[config.mk]
export PLATFORM = sky130hd
export DESIGN_NAME = bin2bcd_seq
export DESIGN_NICKNAME = d
export VERILOG_FILES = /design/src/rtl/calc_pkg.sv /design/src/rtl/bcd_adj3.sv /design/src/rtl/bin2bcd_seq.sv
export SDC_FILE = /design/constraint.sdc
export NUM_CORES = 1
export LEC_CHECK = 0
export ABC_AREA = 1
export CORE_MARGIN = 1
export CORE_UTILIZATION = 35
export CTS_BUF_LIST = sky130_fd_sc_hd__clkbuf_4 sky130_fd_sc_hd__clkbuf_8 sky130_fd_sc_hd__clkbuf_16
export DETAILED_ROUTE_END_ITERATION = 10
export MAX_ROUTING_LAYER = met4
export PLACE_DENSITY = 0.57
export SLEW_MARGIN = 40
export SYNTH_ARGS = -nofsm -noshare
export SYNTH_HDL_FRONTEND = slang
export SYNTH_SLANG_ARGS = --single-unit
[constraint.sdc]
create_clock -name clk -period 2.39 [get_ports clk]
set_input_delay 0.239 -clock clk [delete_from_list [all_inputs] [get_ports clk]]
set_output_delay 0.239 -clock clk [all_outputs]
set_load 0.005 [all_outputs]
[src/rtl/calc_pkg.sv]
// Shared calculator definitions: result width, display digit count and the
// sequencer state type used by the binary-to-BCD converter.
package calc_pkg;

   localparam int RES_W      = 14;
   localparam int BCD_DIGITS = 5;

   typedef enum logic [1:0] {
      IDLE,
      SHIFT,
      DONE
   } state_t;

endpackage

[src/rtl/bcd_adj3.sv]
// Double-dabble digit correction: a BCD digit of 5 or more gets +3 so the
// following left shift carries correctly into the next decimal digit.
module bcd_adj3 (
   input  logic [3:0] din,
   output logic [3:0] dout
);

   // add 3 to digits >= 5, pass the rest through
   always_comb begin
      dout = din;
      if (din >= 4'd5) begin
         dout = din + 4'd3;
      end
   end

endmodule

[src/rtl/bin2bcd_seq.sv]
// Sequential binary-to-BCD converter (shift-and-add-3), one input bit per
// cycle. Results are held on bcd/sinal_out/ovf4 until the next completion.
module bin2bcd_seq
   import calc_pkg::*;
#(
   parameter int W      = RES_W,
   parameter int DIGITS = BCD_DIGITS
) (
   input  logic                  clk,
   input  logic                  rst,
   input  logic                  start,
   input  logic [W-1:0]          Y,
   input  logic                  sinal,
   output logic                  busy,
   output logic                  done,
   output logic [4*DIGITS-1:0]   bcd,
   output logic                  sinal_out,
   output logic                  ovf4
);

   localparam int CW = (W > 1) ? $clog2(W) : 1;

   state_t               state;
   state_t               state_n;
   logic [CW-1:0]        cnt;
   logic [W-1:0]         sreg;
   logic [4*DIGITS-1:0]  scratch;
   logic [4*DIGITS-1:0]  adj;
   logic                 sign_l;
   logic                 last;
   logic                 hi_nz;

   for (genvar i = 0; i < DIGITS; i++) begin : g_adj
      bcd_adj3 u_adj (
         .din  (scratch[4*i +: 4]),
         .dout (adj[4*i +: 4])
      );
   end

   // any digit above the four displayable ones marks the value as > 9999
   if (DIGITS > 4) begin : g_ovf
      assign hi_nz = |scratch[4*DIGITS-1:16];
   end else begin : g_noovf
      assign hi_nz = 1'b0;
   end

   assign last = (cnt == CW'(W - 1));

   // next-state selection and busy flag
   always_comb begin
      state_n = state;
      busy    = 1'b0;
      case (state)
         IDLE: begin
            if (start) begin
               state_n = SHIFT;
            end
         end
         SHIFT: begin
            busy = 1'b1;
            if (last) begin
               state_n = DONE;
            end
         end
         DONE: begin
            busy    = 1'b1;
            state_n = IDLE;
         end
         default: begin
            state_n = IDLE;
         end
      endcase
   end

   // state, datapath and output registers
   always_ff @(posedge clk) begin
      if (rst) begin
         state     <= IDLE;
         cnt       <= '0;
         sreg      <= '0;
         scratch   <= '0;
         sign_l    <= 1'b0;
         bcd       <= '0;
         sinal_out <= 1'b0;
         ovf4      <= 1'b0;
         done      <= 1'b0;
      end else begin
         state <= state_n;
         done  <= 1'b0;
         case (state)
            IDLE: begin
               if (start) begin
                  sreg    <= Y;
                  sign_l  <= sinal;
                  scratch <= '0;
                  cnt     <= '0;
               end
            end
            SHIFT: begin
               {scratch, sreg} <= {adj, sreg} << 1;
               cnt             <= cnt + 1'b1;
            end
            DONE: begin
               bcd       <= scratch;
               sinal_out <= sign_l;
               ovf4      <= hi_nz;
               done      <= 1'b1;
            end
            default: begin
            end
         endcase
      end
   end

endmodule
# ---- Word-level counts from Yosys, hierarchy flattened
# Cells that the tools add are included.
# Widths: inputs -> output; s select.
dict set report word_totals {
  inputBits 18
  ff_bits 64
  out_inout_bits 24
  wordCells 48
}
dict set report classes {
  add_sub_neg 6
  n_reduce_logical 7
  order_cmp 5
  n_mux 16
  eq_ne 5
}
# cell n
set ops {}
lappend ops {{$pmux 20 s2} 1}
lappend ops {{$pmux 14 s2} 1}
lappend ops {{$ge 4x3->1 const B} 5}
lappend ops {{$mux 20} 1}
lappend ops {{$mux 4} 5}
lappend ops {{$add 4x2->4 const B} 4}
lappend ops {{$mux 14} 1}
lappend ops {{$pmux 4 s2} 1}
lappend ops {{$reduce_and 2->1} 3}
lappend ops {{$add 4x1->4 const B} 1}
lappend ops {{$eq 4x4->1 const B} 1}
lappend ops {{$mux 2} 2}
lappend ops {{$ne 2x2->1 const B} 2}
lappend ops {{$pmux 2 s2} 1}
lappend ops {{$reduce_or 4->1} 1}
lappend ops {{$add 3x2->3 const B} 1}
lappend ops {{$mux 3} 1}
lappend ops {{$eq 2x1->1 const B} 1}
lappend ops {{$eq 2x2->1 const B} 1}
lappend ops {{$logic_not 2->1} 1}
lappend ops {{$mux 1} 2}
lappend ops {{$reduce_bool 2->1} 1}
lappend ops {{$reduce_or 2->1} 1}

# ---- Depth between registers and ports, before layout
# Gate-level depths: netlist of the first run.
dict set report logic_depth {
  word_depth 3
  mapped_depth 10
}

# ---- Hierarchy
# A second synthesis of the first run with hierarchy kept.
dict set report unflattened {
  hier_cells 455
  area_unflattened_um2 3159.3
}
# module n_inst cells_each area_each_um2
set modules_own_cells {}
lappend modules_own_cells {bin2bcd_seq 1 340 2483.6}
lappend modules_own_cells {bcd_adj3 5 23 135.1}

# ---- Worst setup path before layout of the first run
# OpenSTA, ideal clock, no wires.
dict set report synth_path {
  kind {reg2reg}
  from {reg state[1]}
  to {reg sreg[10]}
  setup_slack_ns 1.029
  setup_ns 0.133
  required_ns 2.257
  n_path_buf 2
  stages_incl_launch_ff 10
  arrival_ns 1.228
  cell_sequence {dfxtp_1 > inv_1 > ha_1 > buf_4 > inv_2 > o21ai_4 > inv_4 > buf_6 > nand2_1 > a31oi_1}
}
dict set report synth_via {
  elab_chain_len 3
  elab_cells_between_ends 6
}
# element line
set synth_lines {}
lappend synth_lines {{from (decl)} bin2bcd_seq.sv:23} ;# state_t state;
lappend synth_lines {{from (signal assigned)} bin2bcd_seq.sv:88} ;# state <= state_n;
lappend synth_lines {{$eq 2x1->1 / $logic_not 2->1 (equally long branches)} bin2bcd_seq.sv:90} ;# case (state)
lappend synth_lines {{$reduce_bool 2->1 (no source line) / $ne 2x2->1 (equally long branches)} --}
lappend synth_lines {{$reduce_and 2->1 (no source line)} --}
lappend synth_lines {{to (signal assigned)} bin2bcd_seq.sv:100} ;# {scratch, sreg} <= {adj, sreg} << 1;
lappend synth_lines {{to (decl)} bin2bcd_seq.sv:26} ;# logic [W-1:0] sreg;
# Several ways; a longest one is shown, not always the timed one.
# A chain may end at the register's enable or synchronous reset.

# ---- Worst setup path after layout of the first run
dict set report layout_path {
  from {reg state[1]}
  to {out busy}
}
dict set report layout_via {
  elab_chain_len 3
  elab_cells_between_ends 4
}
# element line
set layout_lines {}
lappend layout_lines {{$eq 2x1->1 / $eq 2x2->1 (equally long branches)} bin2bcd_seq.sv:53} ;# case (state)
lappend layout_lines {{$reduce_or 2->1 (no source line) (*)} --}
lappend layout_lines {{$mux 1 (*)} bin2bcd_seq.sv:53}
lappend layout_lines {{to (decl)} bin2bcd_seq.sv:14} ;# output logic busy,
# Every way passes the cells marked *; elsewhere a longest branch is shown, timed or not.

==> results of run 1 <==
registers in the layout (all words and copies together), names as in the netlist:
| register | flops |
|---|---|
| ovf4 | 1 |
| state | 2 |
| sinal_out | 1 |
| sign_l | 1 |
| bcd | 20 |
| done | 1 |
| scratch | 20 |
| sreg | 14 |
| cnt | 4 |
cell usage in the layout, fill, tap and decap left out, types with 2 or more instances in the layout:
cell type        synthesis  final
a21oi_1                 36     36
nand2_1                100    100
inv_1                   28     28
nand4_1                 10     10
inv_2                    2      2
nand3_1                 23     23
o21ai_0                 30     30
buf_4                    3      3
clkinv_2                 0      3
dfxtp_1                 64     64
clkdlybuf4s50_1          0     41
a31oi_1                 14     14
nor2_1                  41     41
o211ai_1                 5      5
clkbuf_8                 0     10
ha_1                    16     16
power by group:
part / switching, mW / internal [mW]
clock: 0.391 / 0.511
combinational: 0.173 / 0.133
sequential: 0.0291 / 1.13
stage by stage:
step           power, mW  hold WS, ps  area (um2)
3_3_place_gp        1.49          452        3370
4_1_cts             2.40          447        3560
3_5_place_dp        1.49          456        3370
6_report            2.36          461        3560
2_1_floorplan       1.37          386        2920
5_1_grt             2.49          469        3560
cell usage after synthesis, drive strengths merged, types with 5 or more instances:
| cell | count |
|---|---|
| clkbuf | 7 |
| ha | 16 |
| nand4 | 10 |
| o211ai | 5 |
| dfxtp | 64 |
| buf | 11 |
| a21oi | 36 |
| a31oi | 14 |
| inv | 31 |
| nor2 | 42 |
| nand3 | 23 |
| nand2 | 101 |
| o21ai | 31 |
worst reg2reg max path, cell delays in order (launching register included):
cell and delay [ps]:
dfxtp_1 350, inv_1 70, ha_1 260, nand2_1 130
nand2_1 90, inv_2 410, nand2_1 120, nor2_1 130
nor2_1 50, nor2_1 70
worst min-delay path by stage:
stage / from / endpoint / cells past startpoint / slack (ps)
floorplan: Y[0] / sreg[0] / 2 / 390
global placement: sreg[0] / sreg[0] / 2 / 450
global route: Y[0] / sreg[0] / 3 / 470
detailed placement: sreg[0] / sreg[0] / 2 / 460
finish: sreg[0] / sreg[0] / 2 / 460
CTS: Y[0] / sreg[0] / 3 / 450
cell families after synthesis:
logic type      share of synthesized area, %
simple gates                            24.9
buf+inv                                 7.72
fa+ha+maj                               6.86
compound gates                          16.6
flops                                   43.9
cell type report:
| class | instances | share of cell area (%) |
|---|---|---|
| Multi-Input combinational cell | 281 | 39.6 |
| Timing Repair Buffer | 44 | 12.2 |
| Sequential cell | 64 | 36.0 |
| Clock buffer | 11 | 4.07 |
| Inverter | 31 | 3.34 |
| Tap cell | 102 | 3.58 |
| Clock inverter | 4 | 1.26 |
per-layer routing:
layer / global-route usage (%) / vias up / share of wire, % / wire (um)
met5: - / - / 0 / 0
met2: 23.9 / 53 / 45 / 2740
met4: 4.23 / 0 / 0.66 / 40
met1: 19.6 / 1139 / 50 / 3030
met3: 4.96 / 4 / 4.3 / 262
li1: - / 1378 / - / -
==> tab_implementation.tex, run 1 <==
\begin{tabular}{lr}
\hline
Metric & Value \\
\hline
\multicolumn{2}{l}{\textbf{Status}} \\
Result of the run & finished, final reports clean \\
\multicolumn{2}{l}{\textbf{Yosys}} \\
Mean instance size in the synthesized netlist & 7.41 um2 \\
Synth cell types & 24 \\
\#FFs+latches synth & 64 \\
Number of instances in the synthesized netlist & 394 \\
Cell types with the largest area share after synthesis & dfxtp\_1, nand2\_1, ha\_1 \\
FFs w/ async S/R, synth & 0\% \\
Proportion of netlist area held by the largest area contributor & 43.9\% \\
Largest area contributor in the netlist & dfxtp\_1 \\
Yosys synthesis warning count & 0 \\
Synthesized cell area & 2920 um2 \\
Sequential share of the synthesized area & 43.9\% \\
Top FF cell, synth & dfxtp\_1 \\
Post-Syn Nets & 428 \\
Post-synth EDFFs & 0 \\
\multicolumn{2}{l}{\textbf{Critical path}} \\
Highest-delay cell along the critical path & clkdlybuf4s50\_1 \\
Launching element type of the critical path & flip-flop \\
Required time worst endpoint & 2150 ps \\
CP bufs+invs & 2 \\
Internal reg-to-reg setup slack & 650 ps \\
Biggest cell delay along the critical path & 490 ps \\
WP data arrival & 1520 ps \\
Family with the most delay on the worst path & buffers and inverters \\
Series of cell instances along the critical path & inv\_1 > ha\_1 > clkdlybuf4s50\_1 \\
Depth of the worst register-to-register path & 9 \\
Worst setup path endpoint & busy \\
Kind of end point of the critical path & primary output \\
Total stage count of the critical path & 3 \\
Critical path peak fanout & 3 \\
Kind of critical path & reg -> out \\
Crit. Startpoint & state[1] \\
Endpoint of the most critical register-to-register path & scratch[16] \\
R2r startpoint & state[0] \\
\multicolumn{2}{l}{\textbf{Global route}} \\
Maximum number of pins on one net before global-route repair & 38 \\
All-Layer GR Usage & 15.5\% \\
Via count of the first global-routing pass & 2291 \\
Remaining global-route overflow & 0 \\
Initial antenna violation count & 0 \\
First-pass GRT wire length & 10400 um \\
\multicolumn{2}{l}{\textbf{Timing}} \\
Final count of hold timing violations & 0 \\
Unrepaired setup endpoints after global routing & no \\
Total count of max-transition violations in the final report & 0 \\
Final worst path period share & 73.4\% \\
Minimum setup slack in the final design & 635 ps \\
Normalized max-slew margin & 51.7\% \\
Post-layout minimum cycle time & 1760 ps \\
Final Skew & 7.27 ps \\
Final setup TNS & 0 ps \\
Slew @ Worst Pin & 723 ps \\
Final setup violation count & 0 \\
Max Fclk & 570 MHz \\
\multicolumn{2}{l}{\textbf{Clock network}} \\
TritonCTS buffer count & 9 \\
Max Root-Sink Buffers & 2 \\
Number of clock sinks seen by CTS & 64 \\
Resize count post-CTS & 0 \\
Clk Latency, worst-skew pair & 330 ps \\
Clock tree from TritonCTS & built \\
Root buffer cell & clkbuf\_8 \\
Clock transition time at the flip-flop clock pins of the worst setup and hold paths & 70 ps \\
Hold Buf Count CTS & 0 \\
Max H-tree Level & 3 \\
Setup repair bufs after CTS & 0 \\
\multicolumn{2}{l}{\textbf{Place}} \\
Post-placement setup slack & 572 ps \\
Port-buffer cells & 41 \\
Routability Congestion & 0.840 \\
Total instance count after detailed placement & 522 \\
Detailed placement HPWL & 4050 um \\
\multicolumn{2}{l}{\textbf{Floorplan}} \\
Die boundary width & 93.3 um \\
Floorplan die area & 8710 um2 \\
Y dimension of the die & 93.3 um \\
Starting density of the core & 37.0\% \\
Placeable core region & 7890 um2 \\
Number of placed I/O pins & 42 \\
Std-Cell Rows & 32 \\
\multicolumn{2}{l}{\textbf{Final layout}} \\
Area added between synthesis and finish & 22.1\% \\
Count of placed standard cells in the final layout, fillers left out & 537 \\
Antenna diode instance count & 0 \\
Total of fill cells in the finished design & 803 \\
Total area of multi-input combinational cells & 1410 um2 \\
Layout cell share with drive strength beyond 1 & 5.52\% \\
Layout net count & 465 \\
Final core occ & 45.2\% \\
Area of all sequential standard cells & 1280 um2 \\
\multicolumn{2}{l}{\textbf{Drt}} \\
Initial detailed-routing violation count & 145 \\
Number of remaining DRC errors & 0 \\
Routed via count divided by cell count & 4.79 \\
Drt first pass iters & 4 \\
Wirelength, routed & 6070 um \\
Antenna viol nets, final & 0 \\
Post-DR wirelength/cell & 11.3 um \\
Via Count & 2574 \\
\multicolumn{2}{l}{\textbf{Power and ir drop}} \\
P\_leak & 1.42 nW \\
Power Density & 663 nW/um2 \\
Largest vdd supply drop & 0.312 mV \\
\multicolumn{2}{l}{\textbf{Min path}} \\
Worst min-delay path class & reg -> reg \\
\multicolumn{2}{l}{\textbf{Flow run}} \\
Number of maximum-capacitance constraint violations & 0 \\
\hline
\end{tabular}
Note: power is estimated with default switching activity, not from simulation.
==> run 2: changes to the inputs <==
--- a/config.mk
+++ b/config.mk
@@ -11,7 +11,7 @@
 export CTS_BUF_LIST = sky130_fd_sc_hd__clkbuf_4 sky130_fd_sc_hd__clkbuf_8 sky130_fd_sc_hd__clkbuf_16
 export DETAILED_ROUTE_END_ITERATION = 10
 export MAX_ROUTING_LAYER = met4
-export PLACE_DENSITY = 0.57
+export PLACE_DENSITY = 0.59
 export SLEW_MARGIN = 40
 export SYNTH_ARGS = -nofsm -noshare
 export SYNTH_HDL_FRONTEND = slang
==> constraint.sdc (replaced) <==
create_clock -name clk -period 1.6 [get_ports clk]
set_input_delay 0.16 -clock clk [delete_from_list [all_inputs] [get_ports clk]]
set_output_delay 0.16 -clock clk [all_outputs]
set_load 0.005 [all_outputs]
==> tab_implementation.tex, run 2 (synthesized netlist as in run 1, its figures left out) <==
\begin{tabular}{lr}
\hline
Metric & Value \\
\hline
\multicolumn{2}{l}{\textbf{Final layout}} \\
Total area of multi-input combinational cells & 1420 um2 (was 1410 um2) \\
Most used cells in the layout excluding fill and tap cells & nand2\_1, dfxtp\_1, nor2\_1 (was nand2\_1, dfxtp\_1, nor2\_1, clkdlybuf4s50\_1, a21oi\_1) \\
Post-layout instance area & 3630 um2 (was 3560 um2) \\
Layout cell share with drive strength beyond 1 & 7.50\% (was 5.52\%) \\
Top Registers & bcd: 20 flops, scratch: 20 flops, sreg: 14 flops (unchanged) \\
Area of all sequential standard cells & 1280 um2 (about the same) \\
Final core occ & 46.1\% (was 45.2\%) \\
Layout net count & 472 (was 465) \\
Area added between synthesis and finish & 24.5\% (was 22.1\%) \\
Most frequent standard cell in the layout excluding fill and tap cells & nand2\_1 (unchanged) \\
Count of placed standard cells in the final layout, fillers left out & 542 (was 537) \\
Antenna diode instance count & 0 (unchanged) \\
Total of fill cells in the finished design & 798 (was 803) \\
\multicolumn{2}{l}{\textbf{Clock network}} \\
Number of clock sinks seen by CTS & 64 (unchanged) \\
Max Root-Sink Buffers & 2 (unchanged) \\
Max H-tree Level & 3 (unchanged) \\
TritonCTS buffer count & 9 (unchanged) \\
Clk Latency, worst-skew pair & 340 ps (was 330 ps) \\
Clock transition time at the flip-flop clock pins of the worst setup and hold paths & 60 ps (was 70 ps) \\
Root buffer cell & clkbuf\_8 (unchanged) \\
Clock tree from TritonCTS & built (unchanged) \\
\multicolumn{2}{l}{\textbf{Power and ir drop}} \\
Clock network fraction of total power & 35.1\% (was 38.2\%) \\
Power share of the sequential group & 50.4\% (was 48.9\%) \\
Largest vdd supply drop & 0.537 mV (was 0.312 mV) \\
Total power draw & 3.43 mW (was 2.36 mW) \\
Combinational cell fraction of total power & 14.5\% (was 12.9\%) \\
Switch Pwr & 875 uW (was 593 uW) \\
Internal power contribution & 2.55 mW (was 1.77 mW) \\
Switching share of power & 25.5\% (was 25.1\%) \\
P\_leak & 1.45 nW (was 1.42 nW) \\
Power Density & 943 nW/um2 (was 663 nW/um2) \\
\multicolumn{2}{l}{\textbf{Timing}} \\
Final setup violation count & 0 (unchanged) \\
Normalized max-slew margin & 80.9\% (was 51.7\%) \\
Unrepaired setup endpoints after global routing & no (unchanged) \\
Total count of max-transition violations in the final report & 0 (unchanged) \\
Final worst path period share & 91.3\% \\
Final Skew & 5.92 ps (was 7.27 ps) \\
Slew @ Worst Pin & 286 ps (was 723 ps) \\
Max Fclk & 684 MHz \\
Final setup TNS & 0 ps (unchanged) \\
Post-layout minimum cycle time & 1460 ps \\
Final count of hold timing violations & 0 (unchanged) \\
\multicolumn{2}{l}{\textbf{Global route}} \\
Maximum number of pins on one net before global-route repair & 38 (unchanged) \\
Via count of the first global-routing pass & 2514 (was 2291) \\
Remaining global-route overflow & 0 (unchanged) \\
All-Layer GR Usage & 16.7\% (was 15.5\%) \\
First-pass GRT wire length & 11100 um (was 10400 um) \\
Initial antenna violation count & 0 (unchanged) \\
\multicolumn{2}{l}{\textbf{Place}} \\
Placement Cell Area & 3460 um2 (was 3370 um2) \\
Port-buffer cells & 41 (unchanged) \\
Routability Congestion & 0.859 (was 0.840) \\
Total instance count after detailed placement & 529 (was 522) \\
Detailed placement HPWL & 4290 um (was 4050 um) \\
\multicolumn{2}{l}{\textbf{Critical path}} \\
Kind of critical path & reg -> reg (was reg -> out) \\
Biggest cell delay along the critical path & 320 ps (was 490 ps) \\
CP bufs+invs & 3 (was 2) \\
Highest-delay cell along the critical path & dfxtp\_2 (was clkdlybuf4s50\_1) \\
Critical path peak fanout & 7 (was 3) \\
WP data arrival & 1720 ps (was 1520 ps) \\
Required time worst endpoint & 1860 ps (was 2150 ps) \\
Series of cell instances along the critical path & inv\_1 > ha\_2 > inv\_2 > o21ai\_4 > buf\_4 > o21ai\_0 > a31oi\_1 (was inv\_1 > ha\_1 > clkdlybuf4s50\_1) \\
Launching element type of the critical path & flip-flop (unchanged) \\
Family with the most delay on the worst path & compound AO/OA/AOI/OAI gates (was buffers and inverters) \\
Kind of end point of the critical path & flip-flop (was primary output) \\
\multicolumn{2}{l}{\textbf{Min path}} \\
Worst min-delay path class & in -> reg (was reg -> reg) \\
\multicolumn{2}{l}{\textbf{Drt}} \\
Drt first pass iters & 4 (unchanged) \\
Number of remaining DRC errors & 0 (unchanged) \\
Post-DR wirelength/cell & 11.6 um (was 11.3 um) \\
Antenna viol nets, final & 0 (unchanged) \\
Wirelength, routed & 6280 um (was 6070 um) \\
Routed via count divided by cell count & 4.82 (was 4.79) \\
Via Count & 2613 (was 2574) \\
Initial detailed-routing violation count & 93 (was 145) \\
\multicolumn{2}{l}{\textbf{Flow run}} \\
Number of maximum-capacitance constraint violations & 0 (unchanged) \\
\multicolumn{2}{l}{\textbf{Floorplan}} \\
Starting density of the core & 37.0\% (unchanged) \\
Std-Cell Rows & 32 (unchanged) \\
Die boundary width & 93.3 um (unchanged) \\
Number of placed I/O pins & 42 (unchanged) \\
Placeable core region & 7890 um2 (unchanged) \\
Y dimension of the die & 93.3 um (unchanged) \\
Floorplan die area & 8710 um2 (unchanged) \\
\multicolumn{2}{l}{\textbf{Status}} \\
Result of the run & finished, final reports clean (unchanged) \\
\hline
\end{tabular}
==> run 2: changes by cell type in the layout (fill, tap and decap cells not counted), sizes merged <==
| cell | delta |
|---|---|
| buf | +7 |
| clkdlybuf4s50 | -1 |
| bufinv | -1 |
| dlygate4sd2 | +1 |
| clkbuf | +1 |
| clkinv | -2 |
==> run 2: final timing paths <==
kind            start        to  slack [ps]  cells past startpoint
max reg2reg  state[1]  sreg[12]         140                      7
max          state[1]  sreg[12]         140                      7
min              Y[0]   sreg[0]         380                      3
min reg2reg   sreg[0]   sreg[0]         460                      2
==> run 2: final cells by class <==
class / count / area share [%]
Sequential cell: 64 / 35.3
Inverter: 31 / 3.27
Multi-Input combinational cell: 281 / 39.0
Timing Repair Buffer: 51 / 14.4
Clock buffer: 12 / 4.37
Clock inverter: 1 / 0.138
Tap cell: 102 / 3.51
==> run 2: metal layers <==
layer / vias up / routed length, um / track usage, %
li1: 1390 / - / -
met1: 1151 / 3070 / 19.9
met2: 61 / 2800 / 26.3
met3: 11 / 280 / 5.37
met4: 0 / 134 / 6.28
met5: - / 0 / -
==> run 2: per-stage QoR <==
| stage | hold WS [ps] | worst slack (ps) |
|---|---|---|
| floorplan | 307 | 239 |
| global placement | 452 | 142 |
| detailed placement | 460 | 89.7 |
| CTS | 371 | 91.6 |
| global route | 393 | 12.4 |
| finish | 380 | 139 |
==> run 2: repair_timing <==
action,CTS,global route
setup buffers,0,0
gates resized for setup,3,2
pin swaps,0,0
endpoints found under the hold margin,0,0
endpoints found under the setup margin,1,8
gates cloned,0,0
hold buffers,0,0
==> run 2: tightest hold or removal path: stages <==
cell,delay (ps)
clkdlybuf4s50_1,390
nand2_1,60
a21oi_1,60
==> run 2: power by group through the flow <==
stage / Clock (mW) / Combinational, mW / Sequential [mW]
after floorplan: 0 / 0.292 / 1.76
after global placement: 0 / 0.499 / 1.76
after detailed placement: 0 / 0.502 / 1.76
after CTS: 1.26 / 0.500 / 1.73
after global routing: 1.33 / 0.556 / 1.74
final: 1.20 / 0.496 / 1.73
